==> src/rtl/kband_result_mem_writer_if.sv <==
// -----------------------------------------------------------------------------
// kband_result_mem_writer_if
//   Bundles the two buses of the result memory writer:
//     - the 32-bit result word stream from the KBand core (in_*)
//     - the write port of the 128-bit on-chip result memory (mem_*)
//   Stream handshake: a word moves on a rising clk edge where in_valid and
//   in_ready are both 1. in_data and in_last are only meaningful while
//   in_valid is 1, and in_valid does not depend on in_ready.
//   Modports:
//     master - the writer: consumes the stream, drives the memory port
//     slave  - the environment: produces the stream, observes the memory port
// -----------------------------------------------------------------------------
interface kband_result_mem_writer_if #(
   parameter int IN_W   = 32,
   parameter int OUT_W  = 128,
   parameter int ADDR_W = 14
);
   logic              in_valid;
   logic [IN_W-1:0]   in_data;
   logic              in_last;
   logic              in_ready;
   logic [ADDR_W-1:0] mem_address;
   logic              mem_chipselect;
   logic              mem_write;
   logic [OUT_W-1:0]  mem_writedata;
   logic [OUT_W/8-1:0] mem_byteenable;
   logic              mem_clken;

   modport master (
      input  in_valid, in_data, in_last,
      output in_ready,
      output mem_address, mem_chipselect, mem_write,
      output mem_writedata, mem_byteenable, mem_clken
   );

   modport slave (
      output in_valid, in_data, in_last,
      input  in_ready,
      input  mem_address, mem_chipselect, mem_write,
      input  mem_writedata, mem_byteenable, mem_clken
   );
endinterface

==> src/rtl/kband_result_mem_writer.sv <==
// -----------------------------------------------------------------------------
// kband_result_mem_writer
//   Packs LANES = OUT_W/IN_W result words into one memory line and writes the
//   line to consecutive addresses of the result memory, starting at 0 on every
//   start pulse. in_last flushes a partial line (unfilled lanes are written as
//   zero with byteenable 0). The address never wraps: after DEPTH lines the
//   block stops in DONE and raises the sticky overflow flag unless that last
//   line also carried in_last.
//   Ports:
//     clk, reset_n      - clock, asynchronous active-low reset
//     start             - one-cycle pulse, arms (or aborts and re-arms) a transfer
//     bus               - stream input and memory write port (master modport)
//     busy              - high in ACCEPT and WRITE
//     done              - high in DONE
//     overflow          - sticky, memory filled before in_last
//     words_written     - lines written in the current transfer
//     dbg_state         - current FSM state (0 IDLE, 1 ACCEPT, 2 WRITE, 3 DONE)
// -----------------------------------------------------------------------------
module kband_result_mem_writer #(
   parameter int IN_W   = 32,
   parameter int OUT_W  = 128,
   parameter int ADDR_W = 14,
   parameter int DEPTH  = 16384
) (
   input  logic                      clk,
   input  logic                      reset_n,
   input  logic                      start,
   kband_result_mem_writer_if.master bus,
   output logic                      busy,
   output logic                      done,
   output logic                      overflow,
   output logic [ADDR_W:0]           words_written,
   output logic [1:0]                dbg_state
);
   localparam int LANES  = OUT_W / IN_W;
   localparam int BPL    = IN_W / 8;
   localparam int BE_W   = OUT_W / 8;
   localparam int LIDX_W = (LANES > 1) ? $clog2(LANES) : 1;

   typedef enum logic [1:0] {
      S_IDLE   = 2'd0,
      S_ACCEPT = 2'd1,
      S_WRITE  = 2'd2,
      S_DONE   = 2'd3
   } state_t;

   state_t             r_state;
   logic [LIDX_W-1:0]  r_lane_idx;
   logic [OUT_W-1:0]   r_data;
   logic [BE_W-1:0]    r_be;
   logic               r_last;
   logic [ADDR_W-1:0]  r_addr;
   logic [ADDR_W:0]    r_words;
   logic               r_overflow;
   logic               r_busy;
   logic               r_done;
   logic               r_mem_cs;
   logic               r_mem_write;
   logic [OUT_W-1:0]   r_mem_wdata;
   logic [BE_W-1:0]    r_mem_be;

   logic               w_hs;
   logic               w_line_end;
   logic               w_at_top;
   logic [OUT_W-1:0]   w_data;
   logic [BE_W-1:0]    w_be;

   assign bus.in_ready = (r_state == S_ACCEPT);
   assign w_hs         = bus.in_valid && bus.in_ready;
   assign w_line_end   = (r_lane_idx == LIDX_W'(LANES - 1)) || bus.in_last;
   assign w_at_top     = (r_addr == ADDR_W'(DEPTH - 1));

   // Current line with the incoming word merged into lane r_lane_idx.
   always_comb begin
      w_data = r_data;
      w_be   = r_be;
      for (int l = 0; l < LANES; l++) begin
         if (r_lane_idx == LIDX_W'(l)) begin
            w_data[l*IN_W +: IN_W] = bus.in_data;
            w_be[l*BPL +: BPL]     = '1;
         end
      end
   end

   always_ff @(posedge clk or negedge reset_n) begin
      if (!reset_n) begin
         r_state     <= S_IDLE;
         r_lane_idx  <= '0;
         r_data      <= '0;
         r_be        <= '0;
         r_last      <= 1'b0;
         r_addr      <= '0;
         r_words     <= '0;
         r_overflow  <= 1'b0;
         r_busy      <= 1'b0;
         r_done      <= 1'b0;
         r_mem_cs    <= 1'b0;
         r_mem_write <= 1'b0;
         r_mem_wdata <= '0;
         r_mem_be    <= '0;
      end else begin
         // The write strobe lives for exactly the WRITE cycle.
         r_mem_cs    <= 1'b0;
         r_mem_write <= 1'b0;
         if (start) begin
            // Arm from any state; a write already on the bus this cycle
            // completes because its outputs are registered.
            r_state    <= S_ACCEPT;
            r_lane_idx <= '0;
            r_data     <= '0;
            r_be       <= '0;
            r_last     <= 1'b0;
            r_addr     <= '0;
            r_words    <= '0;
            r_overflow <= 1'b0;
            r_busy     <= 1'b1;
            r_done     <= 1'b0;
         end else begin
            case (r_state)
               S_ACCEPT: begin
                  if (w_hs) begin
                     r_data <= w_data;
                     r_be   <= w_be;
                     if (w_line_end) begin
                        r_state     <= S_WRITE;
                        r_last      <= bus.in_last;
                        r_mem_cs    <= 1'b1;
                        r_mem_write <= 1'b1;
                        r_mem_wdata <= w_data;
                        r_mem_be    <= w_be;
                     end else begin
                        r_lane_idx <= r_lane_idx + 1'b1;
                     end
                  end
               end
               S_WRITE: begin
                  r_words    <= r_words + 1'b1;
                  r_lane_idx <= '0;
                  r_data     <= '0;
                  r_be       <= '0;
                  // Hold at the top line instead of wrapping to 0.
                  if (!w_at_top) r_addr <= r_addr + 1'b1;
                  if (r_last) begin
                     r_state <= S_DONE;
                     r_busy  <= 1'b0;
                     r_done  <= 1'b1;
                  end else if (w_at_top) begin
                     r_state    <= S_DONE;
                     r_overflow <= 1'b1;
                     r_busy     <= 1'b0;
                     r_done     <= 1'b1;
                  end else begin
                     r_state <= S_ACCEPT;
                  end
               end
               default: ;  // IDLE and DONE wait for start
            endcase
         end
      end
   end

   assign bus.mem_address    = r_addr;
   assign bus.mem_chipselect = r_mem_cs;
   assign bus.mem_write      = r_mem_write;
   assign bus.mem_writedata  = r_mem_wdata;
   assign bus.mem_byteenable = r_mem_be;
   assign bus.mem_clken      = 1'b1;
   assign busy               = r_busy;
   assign done               = r_done;
   assign overflow           = r_overflow;
   assign words_written      = r_words;
   assign dbg_state          = r_state;
endmodule

==> src/flat_wrapper.sv <==
// flat-port wrapper written by rule: the top's interface ports become plain ports
module kband_result_mem_writer_flat 
#(
   parameter int IN_W   = 32,
   parameter int OUT_W  = 128,
   parameter int ADDR_W = 14,
   parameter int DEPTH  = 16384
)
  (clk, reset_n, start, busy, done, overflow, words_written, dbg_state, bus_in_valid, bus_in_data, bus_in_last, bus_in_ready, bus_mem_address, bus_mem_chipselect, bus_mem_write, bus_mem_writedata, bus_mem_byteenable, bus_mem_clken);
  kband_result_mem_writer_if #(.IN_W(IN_W), .OUT_W(OUT_W), .ADDR_W(ADDR_W)) bus_i ();
  input  logic clk;
  input  logic reset_n;
  input  logic start;
  output logic busy;
  output logic done;
  output logic overflow;
  output logic [ADDR_W:0] words_written;
  output logic [1:0] dbg_state;
  input wire logic [$bits(bus_i.in_valid)-1:0] bus_in_valid;
  input wire logic [$bits(bus_i.in_data)-1:0] bus_in_data;
  input wire logic [$bits(bus_i.in_last)-1:0] bus_in_last;
  output wire logic [$bits(bus_i.in_ready)-1:0] bus_in_ready;
  output wire logic [$bits(bus_i.mem_address)-1:0] bus_mem_address;
  output wire logic [$bits(bus_i.mem_chipselect)-1:0] bus_mem_chipselect;
  output wire logic [$bits(bus_i.mem_write)-1:0] bus_mem_write;
  output wire logic [$bits(bus_i.mem_writedata)-1:0] bus_mem_writedata;
  output wire logic [$bits(bus_i.mem_byteenable)-1:0] bus_mem_byteenable;
  output wire logic [$bits(bus_i.mem_clken)-1:0] bus_mem_clken;
  assign bus_i.in_valid = bus_in_valid;
  assign bus_i.in_data = bus_in_data;
  assign bus_i.in_last = bus_in_last;
  assign bus_in_ready = bus_i.in_ready;
  assign bus_mem_address = bus_i.mem_address;
  assign bus_mem_chipselect = bus_i.mem_chipselect;
  assign bus_mem_write = bus_i.mem_write;
  assign bus_mem_writedata = bus_i.mem_writedata;
  assign bus_mem_byteenable = bus_i.mem_byteenable;
  assign bus_mem_clken = bus_i.mem_clken;
  kband_result_mem_writer #(.IN_W(IN_W), .OUT_W(OUT_W), .ADDR_W(ADDR_W), .DEPTH(DEPTH)) u_core (.clk(clk), .reset_n(reset_n), .start(start), .bus(bus_i), .busy(busy), .done(done), .overflow(overflow), .words_written(words_written), .dbg_state(dbg_state));
endmodule
==> config.mk <==
export PLATFORM = sky130hd
export DESIGN_NAME = kband_result_mem_writer_flat
export DESIGN_NICKNAME = d
export VERILOG_FILES = /design/src/rtl/kband_result_mem_writer_if.sv /design/src/rtl/kband_result_mem_writer.sv /design/src/flat_wrapper.sv
export SDC_FILE = /design/constraint.sdc
export NUM_CORES = 1
export LEC_CHECK = 0
export CORE_ASPECT_RATIO = 2
export CORE_MARGIN = 1.5
export CORE_UTILIZATION = 54
export CTS_CLUSTER_SIZE = 30
export DETAILED_ROUTE_END_ITERATION = 10
export PLACE_DENSITY = 0.76
export REMOVE_ABC_BUFFERS = 1
export SLEW_MARGIN = 20
export SYNTH_ARGS = -nofsm -noshare
export SYNTH_HDL_FRONTEND = slang
export SYNTH_SLANG_ARGS = --single-unit
==> constraint.sdc <==
create_clock -name clk -period 2.45 [get_ports clk]
set_input_delay 0.6125 -clock clk [delete_from_list [all_inputs] [get_ports clk]]
set_output_delay 0.6125 -clock clk [all_outputs]
set_load 0.05 [all_outputs]
==> metrics.md <==
| Metric | Value |
|---|---|
| Outcome | completed |
| Asr flop ratio synth | 1.00 |
| H-tree depth | 1 |
| Hold Path Class | reg2reg |
| Final std cells w/o fill | about 1.8k |
| Reg clk slew, reported paths | around 0.070 ns |
| Via Count | 10.1k |
| Most frequent cells in the layout | dfrtp_1, nor2_1, clkdlybuf4s50_1, a21oi_1 |
| Vias per inst | about 5.8 |
| Crit. End Element | output port |
| Max-slew headroom | 0.330 |
| Initial antenna violation count | 0 |
| Peak Freq | roughly 410 MHz |
| Die Height | 228 um |
| Sink Count | 326 |
| Total number of yosys warnings | 0 |
| Total die area | 26200 um2 |
| RSZ-0062 raised after global routing | no |
| Synth cell types | 46 |
| Register-to-Register Path Depth | 4 |
| Pin count of the biggest net entering global routing | 72 |
| CP Cell Sequence | clkdlybuf4s50_1 |
| CP top delay family | buffers and inverters |
| Final worst-path cycle share | 0.990 |
| Pins over their slew limit | 0 |
| Synth Register Bits | between 300 and 400 |
| Setup Skew | 0.0123 ns |
| DR WL/cell | 20.0 um |
| Chip Width | 115 um |
| Layout cell share with drive strength beyond 1 | 0.0868 |
| Measured slew at the worst slew-check pin | 1.00 ns |
| # fillers | 1857 |
| GRT overflow | 0 |
| Final WL | 35.0 mm |
| R2r endpoint | u_core.r_data[71]$_DFFE_PN0P_ |
| Worst Setup Path Type | reg2out |
| PortBufs | 217 |
| DR DRC count | 0 |
| Crit-path slowest cell | clkdlybuf4s50_1 |
| Sequential fraction of the synthesis area | 0.599 |
| Post-Synth Adder-Cell Area | 0.00551 |
| Critical Path RT | 1.84 ns |
| Count of final hold-check violations | 0 |
| Simple-Gate Fraction of Synth Area | 0.102 |
| Global-route wire length before repair | 54.9 mm |
| Worst hold stages | 2 |
| Core Region | ~25000 um2 |
| Commonest non-fill, non-tap cell in the layout | dfrtp_1 |
| # IOs | 219 |
| Clk_lat worst skew | between 0.5 and 0.6 ns |
| Initial Util | 0.546 |
| Largest family of logic cells by synthesized area | compound AO/OA/AOI/OAI gates |
| CTS root buf | clkbuf_16 |
| Final setup vio count | 0 |
| Hold_sp | u_core.r_be[3]$_DFFE_PN0P_ |
| Total power | approximately 16 mW |
| Mapped cell area | 13600 um2 |
| Synth Area in Compound Gates | 0.151 |
| DRT antenna net count | 0 |
| Final worst setup slack | 0.0253 ns |
| Max-cap viol count | 0 |
| Data arrival, critical path | 1.81 ns |
| Row cnt | 82 |
| Area delta synth->final | 27.4% |
| Gate Count Post-Synth | 1218 |
| Reg area | 8160 um2 |
| Clk buf depth | 3 |
| Detailed Routing Iterations Pass 1 | 6 |
| Final #Nets | approximately 1.4k |
| Max IR drop VDD | 646 uV |
| Critical path fanouts, max | 2 |
| Worst Hold Path EP | u_core.r_be[3]$_DFFE_PN0P_ |
| Post-Synth XOR/XNOR Area | 0.00643 |
| Worst reg-to-reg setup slack | between 0.2 and 0.3 ns |
| Dpl ws | -0.211 ns |
| Critical path startpoint category | flop |
| Cts bufs inserted | 28 |
| Area of the multi-input gates | 4980 um2 |
| Final GP Congestion | 0.812 |
| R2r startpoint | u_core.dbg_state[1]$_DFFE_PN0P_ |
| Post-Syn Area per Cell | 11.2 um2 |
| ANT cells | 0 |
| CTS tree | done |
| Crit-path max cell delay | 0.84 ns |
| Initial drt markers | approximately 630 |
| Post-synth EDFFs | 0 |
| Post-synthesis mux area share | 0.0974 |
| Vias in the first global route | about 10k |
| Final min period | 2.42 ns |
| Ys flop type | dfrtp_1 |
| DPL Wire Length | 23.1 mm |
| Leak | ~7.8 nW |
| Worst path bufs/invs | 1 |
| Pwr/cell area | ~930 nW/um2 |
| Post-CTS Setup Inserts | 0 |
| Tot GR Track Use | 0.270 |
| Placed cells | approximately 1.7k |
[synth_stat cells (2+ instances only)]
| master | instances | area, um2 |
|---|---|---|
| a21oi_1 | 159 | 796 |
| a22o_1 | 128 | 1120 |
| and2_1 | 9 | 56.3 |
| and3_1 | 3 | 18.8 |
| buf_1 | 47 | 176 |
| buf_2 | 39 | 195 |
| buf_4 | 2 | 15.0 |
| clkbuf_1 | 31 | 116 |
| dfrtp_1 | 326 | 8160 |
| ha_1 | 6 | 75.1 |
| inv_1 | 6 | 22.5 |
| mux2_2 | 4 | 45.0 |
| mux2i_1 | 128 | 1280 |
| nand2_1 | 17 | 63.8 |
| nand2b_1 | 2 | 12.5 |
| nand3_1 | 8 | 40.0 |
| nand3b_1 | 2 | 15.0 |
| nand4_1 | 6 | 37.5 |
| nor2_1 | 222 | 833 |
| nor2b_1 | 8 | 50.1 |
| nor3_1 | 8 | 40.0 |
| nor4_1 | 5 | 31.3 |
| o21ai_0 | 8 | 40.0 |
| o31ai_1 | 5 | 37.5 |
| o41ai_1 | 2 | 17.5 |
| or3_1 | 3 | 18.8 |
| or3_2 | 4 | 30.0 |
| or4_1 | 4 | 30.0 |
| xnor2_1 | 4 | 35.0 |
| xor2_1 | 6 | 52.6 |
[layer usage]
layer	up-vias	routed length (um)	global-route usage
met1	5125	13500	0.332
met5	-	0	0
li1	4614	-	-
met2	333	18800	0.484
met4	0	1240	0.108
met3	72	1480	0.0285
[kinds of logic after synthesis]
| kind of cell | Yosys count |
|---|---|
| AO/OA/AOI/OAI | 308 |
| other | 1 |
| flip-flops | 326 |
| AND/OR/NAND/NOR | 310 |
| adder cells (fa/ha/maj) | 6 |
| XOR/XNOR | 10 |
| multiplexers | 132 |
| buffers and inverters | 125 |
[how the worst max path moves through the flow]
| stage | slack [ns] | start | end | depth (start not counted) |
|---|---|---|---|---|
| after floorplan | -15.20 | u_core.r_lane_idx[1]$_DFFE_PN0P_ | u_core.bus.mem_chipselect$_DFF_PN0_ | 3 |
| after global placement | -0.16 | bus_in_valid | u_core.r_data[71]$_DFFE_PN0P_ | 5 |
| after detailed placement | -0.21 | bus_in_valid | u_core.r_data[84]$_DFFE_PN0P_ | 5 |
| after CTS | 0.004 | u_core.words_written[11]$_DFFE_PN0P_ | words_written[11] | 1 |
| after global routing | 0.002 | u_core.words_written[13]$_DFFE_PN0P_ | words_written[13] | 1 |
| final | 0.03 | u_core.bus.mem_writedata[1]$_DFFE_PN0P_ | bus_mem_writedata[1] | 1 |
[area by class of cell]
cell class                      instances  area share
Clock inverter                         16     0.00988
Clock buffer                           36      0.0451
Tap cell                              336      0.0242
Multi-Input combinational cell        767       0.287
Sequential cell                       326       0.470
Timing Repair Buffer                  266       0.162
Inverter                                6     0.00130
[per-stage QoR]
stage	hold WS, ns	util	area, um2	setup TNS, ns
floorplan	0.317	-	13100	-2166.76
global placement	0.466	0.657	16400	-13.66
detailed placement	0.483	0.657	16400	-16.48
CTS	0.503	0.695	17300	0
global route	0.506	0.696	17400	0
finish	0.497	0.696	17400	0
[power breakdown]
group / internal [mW] / total [mW] / leakage, nW / switching [mW]
clock: 2.59 / 4.61 / 0.472 / 2.02
combinational: 1.63 / 5.06 / 3.10 / 3.42
sequential: 6.08 / 6.54 / 4.18 / 0.462
total: 10.3 / 16.2 / 7.75 / 5.91
[sequential cells by signal, summed over array words and instances, names as in the netlist]
signal and flops:
u_core.bus.mem_writedata 128, u_core.r_data 128, u_core.bus.mem_byteenable 16, u_core.r_be 16, u_core.words_written 15, u_core.bus.mem_address 14, u_core.dbg_state 2, u_core.r_lane_idx 2
u_core.bus.mem_chipselect 1, u_core.busy 1, u_core.done 1, u_core.overflow 1, u_core.r_last 1
[what timing repair did]
| item | CTS | global route |
|---|---|---|
| endpoints found under the setup margin | 16 | 9 |
| hold endpoints to repair | 31 | 0 |
| hold buffers | 1 | 0 |
| gates resized for setup | 16 | 9 |
Note: power is estimated with default switching activity, not from simulation.
